`config.mk`:
```
export PLATFORM = sky130hd
export DESIGN_NAME = key_sw_io_dev
export DESIGN_NICKNAME = d
export VERILOG_FILES = /design/src/rtl/key_sw_io_dev.sv
export SDC_FILE = /design/constraint.sdc
export NUM_CORES = 1
export LEC_CHECK = 0
export ABC_AREA = 0
export CORE_MARGIN = 2
export CORE_UTILIZATION = 40
export DETAILED_ROUTE_END_ITERATION = 16
export DONT_BUFFER_PORTS = 1
export SYNTH_ARGS = -nofsm -noshare
export SYNTH_HDL_FRONTEND = slang
export SYNTH_HIERARCHICAL = 1
export SYNTH_SLANG_ARGS = --single-unit
export TNS_END_PERCENT = 5
```
`constraint.sdc`:
```
create_clock -name clk -period 5.3 [get_ports clk]
set_input_delay 0.795 -clock clk [delete_from_list [all_inputs] [get_ports clk]]
set_output_delay 0.795 -clock clk [all_outputs]
set_load 0.01 [all_outputs]
```
`src/rtl/key_sw_io_dev.sv`:
```
// key_sw_io_dev
//   Memory-mapped KEY/SW input responder on the MEM-stage data bus.
//   Synchronises and debounces the raw board pins, exposes the debounced
//   values through read-only DATA registers, and keeps per-device sticky
//   Ready/Overrun status plus an interrupt enable in the CTRL registers.
//
// Ports
//   clk     system clock
//   reset   asynchronous active-low reset
//   addr    bus byte address
//   rd_en   one-cycle load strobe (qualifies the Ready-clear side effect)
//   wrt_en  store strobe
//   wdata   store data
//   rdata   combinational read data (0 when not hit)
//   hit     address matches one of the four registers
//   KEY     raw push buttons, active-low
//   SW      raw slide switches
//   irq     registered level interrupt request
//
// CTRL layout: bit0 Ready, bit2 Overrun, bit4 IE, all others read 0.

module key_sw_debounce #(
    parameter int W               = 4,
    parameter int DEBOUNCE_CYCLES = 10000
) (
    input  logic         clk,
    input  logic         reset,
    input  logic [W-1:0] sync_next,
    input  logic [W-1:0] sync_now,
    output logic [W-1:0] deb,
    output logic         upd
);
    localparam int CW = (DEBOUNCE_CYCLES > 2) ? $clog2(DEBOUNCE_CYCLES) : 1;
    localparam logic [CW-1:0] LAST = CW'(DEBOUNCE_CYCLES - 1);

    logic [CW-1:0] cnt;
    logic          restart;

    // The first synchroniser stage already holds next cycle's synced value,
    // so a change is caught the cycle it lands rather than one cycle later.
    assign restart = (sync_next != sync_now) || (sync_now == deb);
    assign upd     = !restart && (cnt == LAST);

    always_ff @(posedge clk or negedge reset) begin
        if (!reset) begin
            cnt <= '0;
            deb <= '0;
        end else if (restart) begin
            cnt <= '0;
        end else if (cnt == LAST) begin
            cnt <= '0;
            deb <= sync_now;
        end else begin
            cnt <= cnt + CW'(1);
        end
    end
endmodule

module key_sw_io_dev #(
    parameter int               DBITS           = 32,
    parameter int               DEBOUNCE_CYCLES = 10000,
    parameter logic [DBITS-1:0] ADDR_KDATA      = 32'hF0000010,
    parameter logic [DBITS-1:0] ADDR_SDATA      = 32'hF0000014,
    parameter logic [DBITS-1:0] ADDR_KCTRL      = 32'hF0000110,
    parameter logic [DBITS-1:0] ADDR_SCTRL      = 32'hF0000114
) (
    input  logic             clk,
    input  logic             reset,
    input  logic [DBITS-1:0] addr,
    input  logic             rd_en,
    input  logic             wrt_en,
    input  logic [DBITS-1:0] wdata,
    output logic [DBITS-1:0] rdata,
    output logic             hit,
    input  logic [3:0]       KEY,
    input  logic [9:0]       SW,
    output logic             irq
);
    logic [3:0] key_s1, key_s2;
    logic [9:0] sw_s1, sw_s2;
    logic [3:0] key_deb;
    logic [9:0] sw_deb;
    logic       key_upd, sw_upd;

    logic k_ready, k_ovr, k_ie;
    logic s_ready, s_ovr, s_ie;

    logic rd_kdata, rd_sdata, wr_kctrl, wr_sctrl;
    logic unused_wdata;

    assign unused_wdata = ^{wdata[DBITS-1:5], wdata[3], wdata[1:0]};

    // Buttons idle high, so their synchroniser resets to the released level.
    always_ff @(posedge clk or negedge reset) begin
        if (!reset) begin
            key_s1 <= 4'hF;
            key_s2 <= 4'hF;
            sw_s1  <= '0;
            sw_s2  <= '0;
        end else begin
            key_s1 <= KEY;
            key_s2 <= key_s1;
            sw_s1  <= SW;
            sw_s2  <= sw_s1;
        end
    end

    key_sw_debounce #(.W(4), .DEBOUNCE_CYCLES(DEBOUNCE_CYCLES)) u_key_deb (
        .clk       (clk),
        .reset     (reset),
        .sync_next (~key_s1),
        .sync_now  (~key_s2),
        .deb       (key_deb),
        .upd       (key_upd)
    );

    key_sw_debounce #(.W(10), .DEBOUNCE_CYCLES(DEBOUNCE_CYCLES)) u_sw_deb (
        .clk       (clk),
        .reset     (reset),
        .sync_next (sw_s1),
        .sync_now  (sw_s2),
        .deb       (sw_deb),
        .upd       (sw_upd)
    );

    assign rd_kdata = rd_en  && (addr == ADDR_KDATA);
    assign rd_sdata = rd_en  && (addr == ADDR_SDATA);
    assign wr_kctrl = wrt_en && (addr == ADDR_KCTRL);
    assign wr_sctrl = wrt_en && (addr == ADDR_SCTRL);

    // A read landing with an update has consumed the old value, so the new
    // one is not an overrun; set always beats clear.
    always_ff @(posedge clk or negedge reset) begin
        if (!reset) begin
            k_ready <= 1'b0;
            k_ovr   <= 1'b0;
            k_ie    <= 1'b0;
            s_ready <= 1'b0;
            s_ovr   <= 1'b0;
            s_ie    <= 1'b0;
            irq     <= 1'b0;
        end else begin
            if (key_upd)
                k_ready <= 1'b1;
            else if (rd_kdata)
                k_ready <= 1'b0;

            if (key_upd && k_ready && !rd_kdata)
                k_ovr <= 1'b1;
            else if (wr_kctrl && !wdata[2])
                k_ovr <= 1'b0;

            if (wr_kctrl)
                k_ie <= wdata[4];

            if (sw_upd)
                s_ready <= 1'b1;
            else if (rd_sdata)
                s_ready <= 1'b0;

            if (sw_upd && s_ready && !rd_sdata)
                s_ovr <= 1'b1;
            else if (wr_sctrl && !wdata[2])
                s_ovr <= 1'b0;

            if (wr_sctrl)
                s_ie <= wdata[4];

            irq <= (k_ie && k_ready) || (s_ie && s_ready);
        end
    end

    always_comb begin
        rdata = '0;
        hit   = 1'b1;
        case (addr)
            ADDR_KDATA: rdata = DBITS'(key_deb);
            ADDR_SDATA: rdata = DBITS'(sw_deb);
            ADDR_KCTRL: rdata = DBITS'({k_ie, 1'b0, k_ovr, 1'b0, k_ready});
            ADDR_SCTRL: rdata = DBITS'({s_ie, 1'b0, s_ovr, 1'b0, s_ready});
            default:    hit   = 1'b0;
        endcase
    end
endmodule
```
==> impl.org <==
** Run status
- Run status :: completed

** Die
- Floorplan die height :: 102 um
- From left edge to right edge, the die measures 102 um.
- Boundary Pins :: 116
- Placement Rows :: 35
- The region available for standard cell placement spans 9240 um2.
- Area of the die :: 10400 um2
- Starting Density :: 41.4%

** STA
- The max-slew violation total from the final report was 0.
- Setup tns final :: 0 ns
- Setup violations remaining at the end of the flow were counted as 0.
- The worst path meets setup with 2.38 ns of slack.
- Tightest slew margin relative to the limit :: 61.6%
- Between clock sinks in the finished design, the worst skew comes to 0.00816 ns.
- Unrepaired setup endpoints after global routing :: no
- At the pin with the least slew margin, the transition time is 0.574 ns.
- The total count of hold-check failures in the final report was 0.
- Period utilization :: 55.1%
- Minimum period implied by the final worst setup slack :: 2.92 ns
- For this run, the top clock speed supported by timing is 343 MHz.

** GRT
- Wire length of the first global-routing pass :: 10700 um
- GRT Util Overall :: 13.4%
- The initial antenna violation count is 2.
- The via count of the first global-routing pass is 2344.
- Entering global routing, the biggest net connects 78 pins.
- For this run the aggregate overflow at the end of global routing stands at 0.

** Critical path
- Arrival time of data at the critical path endpoint :: 2.12 ns
- Worst Path Max Fanout :: 10
- Reg-to-Reg Start :: u_key_deb/cnt[7]$_DFF_PN0_
- The critical path in this run is classified as in2out.
- Worst path required time :: 4.51 ns
- First element of the critical path :: addr[20]
- Startpoint type of the worst setup path :: primary input
- Capturing element type of the critical path :: primary output

** Logic synthesis
- In this run the mean area of a mapped cell was 11.3 um2.
- Number of flops mapped to enable cells by yosys :: 0
- Sequential cells were found to cover 50.7% of the synthesized design area.
- After synthesis the cells add up to 3820 um2.
- Flip-flop and latch count after synthesis :: 77
- Yosys printed 6 warnings.
- Share of synthesized registers carrying an async set or reset :: 100%
- Number of standard cells after synthesis :: 338
- Dominant register cell in the synthesized netlist :: sky130_fd_sc_hd__dfrtp_1
- Distinct cells, synth :: 47

** Clock tree
- Number of gates resized after CTS :: 0
- Bufs on Longest Clock Path :: 2
- After clock tree synthesis, the setup repair step added 0 buffers.
- The H-tree was split into 3 levels.
- Clock-pin slew was measured on the worst setup and hold paths at 0.07 ns.
- Clock root buffer :: sky130_fd_sc_hd__clkbuf_8
- Clock tree from TritonCTS :: done
- # clock sinks :: 77
- Number of clock buffers inserted by TritonCTS :: 9
- Buffers inserted to repair hold after CTS numbered 0.
- Latest clock arrival within the worst-skew pair :: 0.34 ns

** Hold path
- Type of the most critical hold path :: in2async

** Placement
- Once placement completed, the tool counted placed cells totaling 461.
- OpenSTA, run right after detailed placement, puts the worst setup slack at 2.39 ns.
- Weighted congestion reported at the end of routability-driven placement :: 0.833
- Estimated wirelength of the detail-placed design :: 4720 um
- In this run the tool buffered the top-level ports with 0 buffer cells.

** Cells and area
- The count of cells in the finished layout, fillers not included, comes to 478.
- The layout has 866 filler cells.
- Leading cell types in the layout, fill and taps excluded :: sky130_fd_sc_hd__dfrtp_1, sky130_fd_sc_hd__nor2_1, sky130_fd_sc_hd__xnor2_1
- From synthesis to final layout, the design area changed by 5.79%.
- Post-layout util :: 43.8%
- Final-stage net count :: 429
- In the final layout, the share of cells above drive strength 1 is 14.7%.
- Leaving out fill and tap cells, the most frequent cell in the layout is sky130_fd_sc_hd__dfrtp_1.

** Routing
- Total wire length :: 6400 um
- Dividing the detail-routed wire length by the instance count gives 13.4 um.
- DR pass1 iterations :: 4
- Initial DRC Count :: 83
- The final route contains 2358 vias.
- The count of nets left with antenna violations once routing finished came out at 0.
- Using the TritonRoute via totals, the vias-per-cell ratio works out to 4.93.
- DRC violation count after routing :: 0

** Flow run
- Number of max-cap violations :: 0

** Pwr
- Summed over all cells, the static leakage comes to 0.00168 uW.
- Power per cell area :: 257 nW/um2
- IR analysis of the VDD net gives a maximum drop of 118 uV.
worst paths after layout:
| path | to | slack (ns) | cells after the start |
|---|---|---|---|
| max | rdata[0] | 2.38 | 4 |
| min | sw_s1[4]$_DFF_PN0_ | 0.15 | 0 |
| max reg2reg | u_key_deb/deb[3]$_DFFE_PN0P_ | 3.19 | 4 |
| min reg2reg | key_s2[3]$_DFF_PN1_ | 0.37 | 0 |
| max in group asynchronous | key_s2[1]$_DFF_PN1_ | 4.94 | 0 |
| min in group clk | key_s2[3]$_DFF_PN1_ | 0.37 | 0 |
synth_stat cells, drive strengths merged (2+ instances only):
cell type  instances  area share [%]
nor3               8             1.2
o21bai             2            0.39
and2               5            0.82
nor4              19             4.6
nand3b             2            0.39
nor2              34             3.3
nand2             19             1.9
and4               3            0.69
dfrtp             69              45
nand4             11             2.2
dfstp              8             5.5
and3               5            0.82
xor2              25             5.7
o22ai              2            0.33
xnor2             27             6.2
ha                 4             1.3
o21ai              2            0.26
buf               26             5.1
inv               14             1.4
a22oi              7             1.4
nand3             14             2.3
o41ai              2            0.46
mux2              16             5.1
where the power goes:
part	leakage, uW	switching, uW	internal, uW	total (uW)
clock network	0.0000922	199	193	392
logic	0.000602	22.1	14.3	36.4
registers	0.000981	9.14	601	610
registers in the layout (all words and copies together) (netlist names), 4 cells and up:
register	cells
u_key_deb/cnt	14
u_sw_deb/cnt	14
sw_s2	10
key_s2	4
u_key_deb/deb	4
u_sw_deb/deb	10
sw_s1	10
key_s1	4
area by class of cell:
type | instances | area [um2] | area share [%]
clock buffer | 12 | 155 | 3.84
inverter | 14 | 52.6 | 1.30
clock inverter | 4 | 22.5 | 0.557
multi-input combinational | 241 | 1710 | 42.4
tap | 129 | 161 | 3.99
antenna | 1 | 2.50 | 0.0619
sequential | 77 | 1940 | 47.9
critical path: stages:
cell and delay (ns):
sky130_fd_sc_hd__nor3_1 0.32, sky130_fd_sc_hd__nand4_4 0.23, sky130_fd_sc_hd__or3_4 0.44, sky130_fd_sc_hd__o22ai_1 0.33
stage by stage:
step	hold slack, ns	total power, uW	instance area [um2]
after floorplan	0.354	664	3900
after global placement	0.357	657	3860
after detailed placement	0.358	658	3860
after CTS	0.121	1060	4040
after global routing	0.107	1090	4050
final	0.147	1040	4050
logic make-up (layout without fill, tap and decap cells):
family                     count (synthesis)  after routing  synth area share [%]
AOI/OAI and AO/OA                         17             17                  3.27
other                                      1             23                0.0981
and+or+nand+nor                          130            130                  21.1
buffers and inverters                     41             30                  6.58
muxes                                     16             16                  5.10
adders and majority gates                  4              4                  1.31
DFF                                       77             77                  50.7
xor gates and xnor gates                  52             52                  11.9
layer usage:
layer / global-route usage [%] / wire length (um)
met1: 17.0 / 2870
met2: 21.4 / 2930
met3: 4.49 / 489
met4: 4.99 / 93
met5: 0 / 13
(Power assumes the default switching activity.)
